<file path="src/rtl/textmode_scanner.sv">
// Text-mode raster scanner: walks a 800x525 pixel raster, addresses an 80x30 cell
// display memory and hands cell data, glyph position, blanking and sync to a character generator.
module textmode_scanner #(
    parameter int BLINK_LOG2   = 5,
    parameter int H_TOTAL      = 800,
    parameter int H_VISIBLE    = 640,
    parameter int HSYNC_START  = 656,
    parameter int HSYNC_END    = 751,
    parameter int V_TOTAL      = 525,
    parameter int V_VISIBLE    = 480,
    parameter int VSYNC_START  = 490,
    parameter int VSYNC_END    = 491
) (
    input  logic        clk,
    input  logic        reset_n,
    input  logic        pixclk,
    output logic [11:0] mem_addr,
    output logic        mem_en,
    input  logic [15:0] mem_data,
    output logic [7:0]  chrcode,
    output logic [7:0]  attcode,
    output logic [3:0]  chrrow,
    output logic [2:0]  chrcol,
    output logic        blank,
    output logic        hsync,
    output logic        vsync,
    output logic        blink
);

    localparam logic [9:0]  H_LAST   = 10'(H_TOTAL - 1);
    localparam logic [9:0]  V_LAST   = 10'(V_TOTAL - 1);
    localparam logic [9:0]  H_VIS    = 10'(H_VISIBLE);
    localparam logic [9:0]  V_VIS    = 10'(V_VISIBLE);
    localparam logic [9:0]  HS_FIRST = 10'(HSYNC_START);
    localparam logic [9:0]  HS_LAST  = 10'(HSYNC_END);
    localparam logic [9:0]  VS_FIRST = 10'(VSYNC_START);
    localparam logic [9:0]  VS_LAST  = 10'(VSYNC_END);
    localparam logic [11:0] COLS     = 12'(H_VISIBLE / 8);
    localparam int          FW       = BLINK_LOG2 + 1;

    logic [9:0]    hcnt_r;
    logic [9:0]    vcnt_r;
    logic [FW-1:0] frame_r;

    logic          line_end_s;
    logic          frame_end_s;
    logic          visible_s;
    logic          blank0_s;
    logic          hsync0_s;
    logic          vsync0_s;
    logic [11:0]   addr_s;

    logic          blank_r;
    logic          hsync_r;
    logic          vsync_r;
    logic [3:0]    chrrow_r;
    logic [2:0]    chrcol_r;
    logic          blink_r;

    assign line_end_s  = (hcnt_r == H_LAST);
    assign frame_end_s = line_end_s && (vcnt_r == V_LAST);
    assign visible_s   = (hcnt_r < H_VIS) && (vcnt_r < V_VIS);

    // Stage-0 timing and cell address derived from the current raster position
    always_comb begin
        blank0_s = 1'b1;
        hsync0_s = 1'b1;
        vsync0_s = 1'b1;
        addr_s   = 12'd0;
        if (visible_s) begin
            blank0_s = 1'b0;
            addr_s   = ({7'd0, vcnt_r[8:4]} * COLS) + {5'd0, hcnt_r[9:3]};
        end else begin
            blank0_s = 1'b1;
            addr_s   = 12'd0;
        end
        if ((hcnt_r >= HS_FIRST) && (hcnt_r <= HS_LAST)) begin
            hsync0_s = 1'b0;
        end else begin
            hsync0_s = 1'b1;
        end
        if ((vcnt_r >= VS_FIRST) && (vcnt_r <= VS_LAST)) begin
            vsync0_s = 1'b0;
        end else begin
            vsync0_s = 1'b1;
        end
    end

    // Raster position and frame counter; line and frame wrap share the last step
    always_ff @(posedge clk or negedge reset_n) begin
        if (!reset_n) begin
            hcnt_r  <= 10'd0;
            vcnt_r  <= 10'd0;
            frame_r <= '0;
        end else if (pixclk) begin
            if (line_end_s) begin
                hcnt_r <= 10'd0;
                if (frame_end_s) begin
                    vcnt_r  <= 10'd0;
                    frame_r <= frame_r + {{(FW-1){1'b0}}, 1'b1};
                end else begin
                    vcnt_r <= vcnt_r + 10'd1;
                end
            end else begin
                hcnt_r <= hcnt_r + 10'd1;
            end
        end
    end

    // Outputs delayed one step so they line up with mem_data for the same cell
    always_ff @(posedge clk or negedge reset_n) begin
        if (!reset_n) begin
            blank_r  <= 1'b1;
            hsync_r  <= 1'b1;
            vsync_r  <= 1'b1;
            chrrow_r <= 4'd0;
            chrcol_r <= 3'd0;
            blink_r  <= 1'b0;
        end else if (pixclk) begin
            blank_r  <= blank0_s;
            hsync_r  <= hsync0_s;
            vsync_r  <= vsync0_s;
            chrrow_r <= vcnt_r[3:0];
            chrcol_r <= hcnt_r[2:0];
            blink_r  <= frame_r[FW-1];
        end
    end

    assign mem_addr = addr_s;
    assign mem_en   = pixclk;
    assign chrcode  = mem_data[7:0];
    assign attcode  = mem_data[15:8];
    assign chrrow   = chrrow_r;
    assign chrcol   = chrcol_r;
    assign blank    = blank_r;
    assign hsync    = hsync_r;
    assign vsync    = vsync_r;
    assign blink    = blink_r;

endmodule

</file>
<file path="config.mk">
export PLATFORM = sky130hd
export DESIGN_NAME = textmode_scanner
export DESIGN_NICKNAME = d
export VERILOG_FILES = /design/src/rtl/textmode_scanner.sv
export SDC_FILE = /design/constraint.sdc
export NUM_CORES = 1
export LEC_CHECK = 0
export ABC_CLOCK_PERIOD_IN_PS = 4800
export CAP_MARGIN = 20
export CORE_AREA = 2 2 74 76
export DETAILED_ROUTE_END_ITERATION = 6
export DIE_AREA = 0 0 76 78
export PLACE_DENSITY = 0.83
export SLEW_MARGIN = 20
export SYNTH_ARGS = -nofsm -noshare
export SYNTH_HDL_FRONTEND = slang
export SYNTH_SLANG_ARGS = --single-unit
</file>
<file path="constraint.sdc">
create_clock -name clk -period 4.8 [get_ports clk]
set_input_delay 0.72 -clock clk [delete_from_list [all_inputs] [get_ports clk]]
set_output_delay 0.72 -clock clk [all_outputs]
set_load 0.1 [all_outputs]
</file>
==> results.json <==
{
  "fp.coreArea_um2": 5040,
  "p_leak_nw": 1.17,
  "worstSetupPathType": "reg2out",
  "slew_viol_final": 0,
  "cts-resized-gates": 0,
  "clk_pin_slew_ns": 0.07,
  "clk_path_buf_depth": 2,
  "holdPathEnd": "frame_r[5]$_DFFE_PN0P_",
  "synth_area_leader_cell": "dfrtp_1",
  "yosysSeqAreaShare": 0.400,
  "yosys-top-cells-area": "dfrtp_1, ha_1, buf_4",
  "ys_seq_elements": 37,
  "grt_overflow_total": 0,
  "post_cts_buffers": 0,
  "crit_top_cell": "ha_1",
  "drt-pass1-iter-count": 4,
  "vdd_ir_drop_max_mv": 0.399,
  "synthDominantCellAreaShare": 0.366,
  "drcViolationCount": 0,
  "ys_types": 46,
  "worst_pin_slew_ns": 0.971,
  "yosysWarnings": 0,
  "rsz0062_at_grt": "no",
  "port_buffers": 26,
  "cts_made_buffers": 5,
  "synth_edf_count": 0,
  "drv_cap": 0,
  "totalWireLength_um": 4360,
  "drive_gt1_frac": 0.130,
  "max_stage_delay_ns": 1.13,
  "relSlewSlack": 0.351,
  "hold_path.startpoint": "frame_r[5]$_DFFE_PN0P_",
  "setup-tns-final_ns": 0,
  "drtAntennaViolNets": 0,
  "cts-root-buf": "clkbuf_8",
  "setup_viol": 0,
  "pre_cts_slack_ns": 1.23,
  "startpoint_type": "flop",
  "fmax_ghz": 0.258,
  "r2r_end": "frame_r[1]$_DFFE_PN0P_",
  "whs_path_depth": 1,
  "vias_per_cell": 5.32,
  "final_common_cell": "dfrtp_1",
  "clk_latency_ns": 0.29,
  "start_util": 0.461,
  "die_area_um2": 5930,
  "path_cells": "ha_1 > ha_1 > inv_1 > fa_1 > xnor2_1 > nor2_1 > clkdlybuf4s50_1",
  "power_density_nw_per_um2": 368,
  "r2r_slack_ns": 2.80,
  "fin_crit_sh": 0.807,
  "cts.sinks": 37,
  "cts_tree": "done",
  "final_nets": 281,
  "synthesis.area_um2": 2330,
  "die_h_um": 78,
  "area_growth_syn_to_layout_pct": 13.4,
  "io_pins": 59,
  "grt_pass1_vias": 1614,
  "ys.flop_type": "dfrtp_1",
  "critPathMaxFanout": 6,
  "grt_first_pass_wirelength_um": 7620,
  "final_cell_mix": "dfrtp_1, clkdlybuf4s50_1, nor2_1, ha_1",
  "ctsHoldBuffers": 0,
  "drt_iter0_markers": 112,
  "grt_max_degree": 38,
  "die_x_um": 76,
  "cp_slowest_cell": "clkdlybuf4s50_1",
  "rr_startpoint": "hcnt_r[0]$_DFFE_PN0P_",
  "vias": 1686,
  "fin_worst_skew_ns": 0.00704,
  "antenna_cells": 0,
  "reg2regPathDepth": 5,
  "synth_nets": 269,
  "synthArstFlopShare": 1.00,
  "syn_inst": 234,
  "gp_congestion": 0.885,
  "critical_path_arrival_ns": 3.16,
  "finalWorstSetupSlack_ns": 0.925,
  "fin_util": 0.523,
  "grt_antenna_before_repair": 0,
  "rows": 26,
  "grt.total_usage": 0.157,
  "hp-class": "reg2reg",
  "avgSynthCellArea_um2": 9.94,
  "hpwlAfterDp_um": 3130,
  "finalHoldViolations": 0,
  "fin_crit_ns": 3.88,
  "status": "completed",
  "wl_per_cell_um": 13.8,
  "cp.required_ns": 4.08,
  "htreeDepth": 2,
  "critPathCaptureType": "output pin"
}
[per-layer routing]
metal  wire length (um)  global-route usage
met5                  0                   0
met4                 56              0.0455
met3                297              0.0395
met2               1960               0.246
met1               2050               0.216
[worst max-delay path, delay by kind of cell, from the launching register on]
family / cells / cell delay [ns]
buf+inv: 2 / 1.20
xor+xnor: 1 / 0.14
flops: 1 / 0.46
fa+ha+maj: 3 / 0.98
simple gates: 1 / 0.08
[per-stage QoR]
step	cells	hold WS, ns	total power, W	cell area [um2]
after floorplan	234	0.424	0.000692	2330
after global placement	309	0.453	0.000697	2520
after global routing	317	0.490	0.00101	2640
final	317	0.467	0.000971	2640
after CTS	317	0.467	0.000978	2640
after detailed placement	309	0.453	0.000700	2520
[Yosys cell counts (6+ instances only)]
library cell / instances
nor2_1: 18
nand2_1: 13
ha_1: 14
dfrtp_1: 34
and2_1: 6
xor2_1: 10
inv_1: 11
mux2_2: 9
o21ai_0: 8
a21oi_1: 7
buf_4: 18
nand3_1: 13
xnor2_1: 11
[layout make-up]
type                    instances  area (um2)
multi-input cells             163        1200
well taps                      70        87.6
clock inverters                 1        30.0
clock buffers                   7        86.3
flip-flops and latches         37         930
fillers                       444        2400
repair buffers                 28         265
inverters                      11        41.3
[where the power goes]
| group | switching (W) | leakage, nW | internal (W) | total (W) |
|---|---|---|---|---|
| registers | 0.0000426 | 0.475 | 0.000344 | 0.000387 |
| clock network | 0.000107 | 0.0585 | 0.000169 | 0.000276 |
| logic | 0.000230 | 0.636 | 0.0000784 | 0.000308 |
| total | 0.000379 | 1.17 | 0.000592 | 0.000971 |
[worst max path at each step]
stage                           from      endpoint  slack (ns)  cells after the start
2_1_floorplan  vcnt_r[7]$_DFFE_PN0P_  mem_addr[10]        0.62                      8
4_1_cts        vcnt_r[6]$_DFFE_PN0P_   mem_addr[4]        0.91                      4
3_3_place_gp   vcnt_r[7]$_DFFE_PN0P_   mem_addr[8]        1.28                      7
3_5_place_dp   vcnt_r[6]$_DFFE_PN0P_   mem_addr[4]        1.23                      4
5_1_grt        hcnt_r[8]$_DFFE_PN0P_   mem_addr[4]        0.76                      4
6_report       vcnt_r[5]$_DFFE_PN0P_   mem_addr[8]        0.92                      7
[registers in the layout, indices dropped and copies added (netlist names)]
signal   count
frame_r      6
chrrow       4
chrcol       3
hcnt_r      10
hsync        1
vcnt_r      10
blink        1
blank        1
vsync        1
[logic make-up (layout without fill, tap and decap cells)]
family                     Yosys count  in the layout  synth area share
and+or+nand+nor                     91             91             0.230
DFF                                 37             37             0.400
muxes                               11             11            0.0522
AOI/OAI and AO/OA                   24             24            0.0608
adders and majority gates           16             16            0.0925
buffers and inverters               34             47            0.0855
xor gates and xnor gates            21             21            0.0791
No activity file was read; power rests on OpenSTA's default activity.
